**src/rtl/fb_clock_divider.sv**
```systemverilog
// Programmable integer feedback divider with glitch-free ratio switching and a
// settled-output qualifier for the downstream edge-time monitor.
module fb_clock_divider #(
  parameter int unsigned DIV_WIDTH      = 8,
  parameter int unsigned SETTLE_PERIODS = 2,
  parameter int unsigned COUNT_WIDTH    = 16
) (
  input  logic                   clock,
  input  logic                   reset_n,
  input  logic                   start,
  input  logic                   stop,
  input  logic [DIV_WIDTH-1:0]   div_ratio,
  input  logic                   ratio_load,
  output logic                   div_clock,
  output logic                   div_valid,
  output logic [COUNT_WIDTH-1:0] period_count,
  output logic                   ratio_error
);

  typedef enum logic [1:0] {StIdle, StRun, StDrain} state_e;

  localparam logic [3:0]           SettleMax = 4'(SETTLE_PERIODS);
  localparam logic [DIV_WIDTH-1:0] MinRatio  = DIV_WIDTH'(2);

  state_e                 state_q;
  logic [DIV_WIDTH-1:0]   cnt_q;
  logic [DIV_WIDTH-1:0]   active_q;
  logic [DIV_WIDTH-1:0]   shadow_q;
  logic                   pending_q;
  logic [3:0]             settle_q;
  logic                   div_clock_q;
  logic                   div_valid_q;
  logic [COUNT_WIDTH-1:0] period_count_q;
  logic                   ratio_error_q;

  logic                 at_boundary;
  logic [DIV_WIDTH-1:0] high_len;
  logic [DIV_WIDTH-1:0] cnt_nxt;
  logic                 clk_nxt;
  logic [DIV_WIDTH-1:0] load_ratio;
  logic                 load_bad;
  logic [3:0]           settle_inc;

  always_comb begin
    at_boundary = (cnt_q == active_q - DIV_WIDTH'(1));
    // High phase is ceil(R/2) so the odd cycle lands in the high half.
    high_len    = active_q - (active_q >> 1);
    cnt_nxt     = at_boundary ? '0 : cnt_q + DIV_WIDTH'(1);
    clk_nxt     = (cnt_nxt < high_len);
    load_bad    = (div_ratio < MinRatio);
    load_ratio  = load_bad ? MinRatio : div_ratio;
    settle_inc  = (settle_q >= SettleMax) ? SettleMax : settle_q + 4'd1;
  end

  always_ff @(posedge clock or negedge reset_n) begin
    if (!reset_n) begin
      state_q        <= StIdle;
      cnt_q          <= '0;
      active_q       <= MinRatio;
      shadow_q       <= MinRatio;
      pending_q      <= 1'b0;
      settle_q       <= '0;
      div_clock_q    <= 1'b0;
      div_valid_q    <= 1'b0;
      period_count_q <= '0;
      ratio_error_q  <= 1'b0;
    end else begin
      unique case (state_q)
        StIdle: begin
          div_clock_q <= 1'b0;
          if (start && !stop) begin
            state_q        <= StRun;
            cnt_q          <= '0;
            div_clock_q    <= 1'b1;
            active_q       <= shadow_q;
            pending_q      <= 1'b0;
            settle_q       <= '0;
            period_count_q <= '0;
          end
        end
        StRun: begin
          cnt_q       <= cnt_nxt;
          div_clock_q <= clk_nxt;
          if (at_boundary) begin
            if (div_valid_q) begin
              period_count_q <= period_count_q + COUNT_WIDTH'(1);
            end
            if (pending_q) begin
              active_q    <= shadow_q;
              pending_q   <= 1'b0;
              settle_q    <= '0;
              div_valid_q <= 1'b0;
            end else begin
              settle_q <= settle_inc;
              if (settle_inc == SettleMax) begin
                div_valid_q <= 1'b1;
              end
            end
          end
          if (stop) begin
            div_valid_q <= 1'b0;
            state_q     <= StDrain;
          end
        end
        StDrain: begin
          if (at_boundary) begin
            state_q     <= StIdle;
            cnt_q       <= '0;
            div_clock_q <= 1'b0;
          end else begin
            cnt_q       <= cnt_nxt;
            div_clock_q <= clk_nxt;
          end
        end
        default: state_q <= StIdle;
      endcase

      // Placed after the FSM so a load on a boundary or start edge stays pending.
      if (ratio_load) begin
        shadow_q  <= load_ratio;
        pending_q <= 1'b1;
        if (load_bad) begin
          ratio_error_q <= 1'b1;
        end
      end
    end
  end

  assign div_clock    = div_clock_q;
  assign div_valid    = div_valid_q;
  assign period_count = period_count_q;
  assign ratio_error  = ratio_error_q;

endmodule
```
**config.mk**
```make
export PLATFORM = sky130hd
export DESIGN_NAME = fb_clock_divider
export DESIGN_NICKNAME = d
export VERILOG_FILES = /design/src/rtl/fb_clock_divider.sv
export SDC_FILE = /design/constraint.sdc
export NUM_CORES = 1
export LEC_CHECK = 0
export BUFFER_PORTS_ARGS = -buffer_cell sky130_fd_sc_hd__buf_2
export CAP_MARGIN = 0
export CORE_MARGIN = 3
export CORE_UTILIZATION = 45
export CTS_BUF_LIST = sky130_fd_sc_hd__clkbuf_8 sky130_fd_sc_hd__clkbuf_16
export CTS_CLUSTER_DIAMETER = 60
export DETAILED_ROUTE_END_ITERATION = 10
export MAX_ROUTING_LAYER = met4
export PLACE_DENSITY = 0.72
export RECOVER_POWER = 100
export SLEW_MARGIN = 20
export SYNTH_ARGS = -nofsm -noshare
export SYNTH_HDL_FRONTEND = slang
export SYNTH_SLANG_ARGS = --single-unit
export TNS_END_PERCENT = 100
```
**constraint.sdc**
```tcl
create_clock -name clock -period 3.85 [get_ports clock]
set_input_delay 0.385 -clock clock [delete_from_list [all_inputs] [get_ports clock]]
set_output_delay 0.385 -clock clock [all_outputs]
set_load 0.005 [all_outputs]
```
* Word-level counts from Yosys, hierarchy flattened
Cells that the tools add are included.
Widths: inputs -> output; s select.
** Storage, ports and cells
- Register bits after elaboration :: 50
- Latch bits :: 0
- Memory bits (writable) :: 0
- Memory bits (read-only) :: 0
- Bits of input ports :: 13
- Output and inout port bits :: 19
- Logic and storage cells :: 79
- Memories kept :: 0
** Operators by class
- Add/sub/neg operators :: 5
- Multiply operators :: 0
- Div/mod/pow operators :: 0
- Order comparisons :: 3
- Equality and inequality tests :: 12
- Shifts and indexed selects :: 0
- Multiplexer cells :: 33
- Bitwise operators :: 0
- Reductions and logical operators :: 16
** Operator list (number)
- $mux 8 :: 7
- $mux 16 :: 3
- $pmux 16 s2 :: 1
- $pmux 8 s3 :: 1
- $add 16x1->16 const B :: 1
- $mux 4 :: 4
- $pmux 8 s2 :: 1
- $ne 2x2->1 const B :: 6
- $reduce_and 3->1 :: 4
- $mux 1 :: 9
- $reduce_bool 3->1 :: 3
- $add 8x1->8 const B :: 1
- $eq 8x8->1 :: 1
- $lt 8x2->1 const B :: 1
- $lt 8x8->1 :: 1
- $pmux 4 s2 :: 1
- $reduce_and 4->1 :: 2
- $sub 8x1->8 const B :: 1
- $sub 8x7->8 :: 1
- $mux 2 :: 3
- $ne 3x3->1 const B :: 2
- $pmux 2 s3 :: 1
- $add 4x1->4 const B :: 1
- $eq 4x2->1 const B :: 1
- other kinds (10) :: 12

* Logic depth before layout (Yosys ltp)
- Depth in word-level cells :: 7
- Mapped depth :: 17
- Depth with buffers taken out :: 17

* Worst setup path before layout
Ideal clock, no wire load.
- Kind :: reg-to-reg
- From :: register active_q[1]
- To :: register div_clock_q (netlist: div_clock)
- Setup time :: 0.065 ns
- Data arrival time :: 3.191 ns
- Required time :: 3.785 ns
- Path slack :: 0.594 ns
- Cell stages (with the launch flop) :: 15
- Path buffers :: 1
- Cells stage by stage :: dfstp_2 -> inv_1 -> ha_1 -> or3_4 -> a211oi_4 -> and2_1 -> buf_4 -> a21oi_1 -> ha_1 -> a21o_1 -> a2111oi_0 -> o21ai_0 -> nor2_1 -> a221oi_1 -> nand2_1
** On the way
- Word-level cells in the longest chain between the ends :: 6
- Elaborated cells between the ends (all ways) :: 7
** RTL lines
- start, declared :: line 27 : logic [DIV_WIDTH-1:0] active_q;
- start signal, assigned :: line 59 : active_q <= MinRatio;
- start signal, assigned :: line 75 : active_q <= shadow_q;
- start signal, assigned :: line 89 : active_q <= shadow_q;
- $sub 8x1->8 :: line 45 : at_boundary = (cnt_q == active_q - DIV_WIDTH'(1));
- $eq 8x8->1 :: line 45
- $mux 8 :: line 48 : cnt_nxt = at_boundary ? '0 : cnt_q + DIV_WIDTH'(1);
- $lt 8x8->1 :: line 49 : clk_nxt = (cnt_nxt < high_len);
- $mux 1 :: line 106 : if (at_boundary) begin
- $pmux 1 s3 * :: line 68 : unique case (state_q)
- end signal, assigned :: line 83 : div_clock_q <= clk_nxt;
- end signal, assigned :: line 112 : div_clock_q <= clk_nxt;
- end, declared :: line 31 : logic div_clock_q;
Mark *: on every way between the ends. The rest lies on a longest branch, timed or not.
A chain may end at the register's enable or synchronous reset.

* Final worst setup path
- From :: register active_q[1]
- To :: register period_count_q[13] (netlist: period_count[13])
** On the way
- Word-level cells in the longest chain between the ends :: 4
** RTL lines
- $sub 8x1->8 :: line 45
- $eq 8x8->1 :: line 45
- $ne 2x2->1 (no line)
- $reduce_and 4->1 (no line)
- end signal, assigned :: line 86 : period_count_q <= period_count_q + COUNT_WIDTH'(1);
- end, declared :: line 33 : logic [COUNT_WIDTH-1:0] period_count_q;
Every way passes these cells.

==> impl_results.md <==
- Status: complete, but fails checks
- Violated checks: max-capacitance violations, max-slew violations
- Total GRT Usage: 0.181
- CTS buffer count: 5
- Slowest CP cell: or4_1
- Post-route minimum period: 3.48 ns
- # DRC: 0
- Die Ht: 93.2 µm
- Met1 GRT Util: 0.250
- Yosys warns: 0
- Root Buffer: clkbuf_8
- ANT nets after route: 0
- Core area: 0.00733 mm²
- Fmax: 0.287 GHz
- Util after Layout: 0.506
- Port bufs: 31
- GRT met3 Usage: 0.0233
- Row cnt: 31
- Synth Register Bits: 50
- Layout cells sized above 1: 0.115
- Count of pins over their slew limit: 51
- Drt first pass iters: 4
- Largest net degree at the start of global routing: 51
- Crit-path max FO: 18
- Worst-path clk slew: 0.09 ns
- CP Class: reg2reg
- Area delta synth->final: 8.26%
- Io pins: 32
- Place WS: 0.387 ns
- Overall Power: 0.00234 W
- Post-DR vias/cell: 5.70
- Vias in the first global route: 2615
- Final setup viols: 0
- Syn_nets: 395
- Fin. Hold Viols: 0
- Placement Cell Area: 0.00367 mm²
- CP peak stage delay: 0.68 ns
- HPWL after DPL: 5530 µm
- PwrDens: 632 mW/mm²
- Slew @ Worst Pin: 2.75 ns
- Setup ws final: 0.371 ns
- Dominant synthesized flop cell: dfrtp_1
- Syn Std Cell Area: 0.00342 mm²
- Most numerous cell in the Yosys netlist: dfrtp_1
- Via count: 2749
- GPL Wtd Cong: 0.902
- DR WL/cell: 15.3 µm
- Ys async rst share: 1.00
- Arr. time, crit path: 3.71 ns
- Clock skew: 0.00680 ns
- Worst-case clock buffer depth: 2
- Hold depth: 2
- EDFF count, synth: 0
- Post-Route WL: 7370 µm
- Fin nets: 426
- Clk Latency, worst-skew pair: 0.31 ns
- Fill cells: 684
- Crit path cell chain: inv_1, ha_1, and4b_1, o21a_1, a211oi_1, clkbuf_1, nand4_1, or4_1, a21oi_1
- Post-synthesis cell type count: 62
- RSZ-0062 raised after global routing: false
- DRT iter0 DRCs: 142
- First-pass GRT wire length: 12400 µm
- Synthesized instance count: 351
- Max VDD drop: 0.291 mV
- Fin Setup TNS: 0 ns
- Area of the multi-input gates: 0.00196 mm²
- Initial Util: 0.467
- Req. time, crit path: 4.09 ns
- Syn Area/Cell: 9.76 µm²
- Top-area cell type share of the netlist area: 0.351
- GRT met2 Usage: 0.285
- Initial antenna violation count: 0
- Seq. cell area: 0.00125 mm²
- Startpoint types: register
- Min-delay worst type: in2reg
- CTS tree: yes
- Maxcap violations: 1
- Rel. slew slack: -0.834
- Post-CTS setup buffer count: 0
- Gr busiest metal: met2
- Chip width: 93.2 µm
- GRT overflow: 0
- Reg2Reg Depth: 9
- Number of H-tree levels: 2
- Top cell type by total area after synthesis: dfrtp_1
- Largest cells by area after synthesis: dfrtp_1 35%, ha_1 11%, a21oi_1 3.4%, nand3_1 2.9%, inv_1 2.8%
- Die Area: 0.00869 mm²
- N_diodes: 0
- Post-layout instance area: 0.00371 mm²
- Final Cycle Share: 0.904
- Synth top cells by count: 48 x dfrtp_1, 30 x ha_1, 26 x inv_1
- Lkg Pwr: 1.68 nW
- Seq/Total Area, Yosys: 0.366
- Nature of the critical path endpoint: register
- Number of clock sinks: 50
==> metrics by stage <==
stage          hold WS (ns)  cells
3_3_place_gp          0.452    474
2_1_floorplan        0.0894    351
3_5_place_dp          0.453    474
6_report              0.322    482
4_1_cts               0.216    482
5_1_grt               0.323    482
==> flip-flops by register name (all words and copies together) (netlist names) <==
signal,cells
active_q,8
cnt_q,8
div_clock,1
div_valid,1
pending_q,1
period_count,16
ratio_error,1
settle_q,4
shadow_q,8
state_q,2
==> report_power, final <==
group | total, W | internal (W) | switching, W
registers | 0.000699 | 0.000605 | 0.0000945
logic | 0.00130 | 0.000571 | 0.000724
clock network | 0.000347 | 0.000165 | 0.000182
==> path summary, 6_finish.rpt <==
path	startpoint	endpoint	slack [ns]
min in group asynchronous	reset_n	cnt_q[7]$_DFFE_PN0P_	1.04
worst min-delay path	div_ratio[5]	shadow_q[5]$_DFFE_PN0P_	0.32
worst min register to register	ratio_error$_DFFE_PN0P_	ratio_error$_DFFE_PN0P_	0.47
max in group asynchronous	reset_n	period_count[14]$_DFFE_PN0P_	1.25
worst max register to register	active_q[1]$_DFFE_PN1P_	period_count[13]$_DFFE_PN0P_	0.37
worst max-delay path	active_q[1]$_DFFE_PN1P_	period_count[13]$_DFFE_PN0P_	0.37
==> routing by layer <==
metal	up-vias	share of wire
li1	1341	-
met1	1347	0.49
met2	55	0.47
met3	6	0.031
met4	0	0.010
met5	-	0
==> cell type report <==
cell class                      instances  area share
Multi-Input combinational cell        264       0.530
Clock buffer                            7      0.0260
Tap cell                               99      0.0334
Inverter                               26      0.0263
Timing Repair Buffer                   35      0.0439
Clock inverter                          1     0.00236
Sequential cell                        50       0.338
==> worst max-delay path: cells and delay by family (launching register included) <==
family,cells,cell delay (ns)
AO/OA/AOI/OAI,3,0.60
adder cells (fa/ha/maj),1,0.24
buffers and inverters,2,0.44
flip-flops,1,0.59
AND/OR/NAND/NOR,3,1.53
==> what timing repair did <==
item | 4_1_cts | 5_1_grt
setup endpoints to repair | 0 | 1
hold buffers | 0 | 0
gates resized for setup | 0 | 1
==> cells by family after synthesis <==
group	count (synthesis)	synth area share
simple gates	107	0.175
flops	50	0.366
compound gates	87	0.181
buf+inv	37	0.0475
mux	18	0.0577
xor+xnor	21	0.0577
fa+ha+maj	31	0.115
==> layout by cell type, fill, tap and decap left out, types with 2 or more instances in the layout <==
cell type,n
nand2b_1,7
nor2_1,16
xor2_1,10
o21bai_1,2
nor4_1,2
mux2_2,6
nand4b_1,2
o21a_1,2
or4_1,11
o21ai_0,12
o31ai_1,13
or3_1,2
o21ai_1,2
nor2b_1,2
nand4_1,7
nand3_1,21
mux2i_1,4
a31oi_1,5
a21o_1,6
a21oi_1,23
ha_1,30
buf_2,19
xnor2_1,10
and2_0,3
nand2_1,23
clkbuf_8,7
dfstp_2,2
dfrtp_1,48
and3_1,3
nor3_1,2
a211oi_1,5
inv_1,26
o22ai_1,3
mux2_1,8
buf_4,2
clkbuf_1,14
No activity file was read; power rests on OpenSTA's default activity.
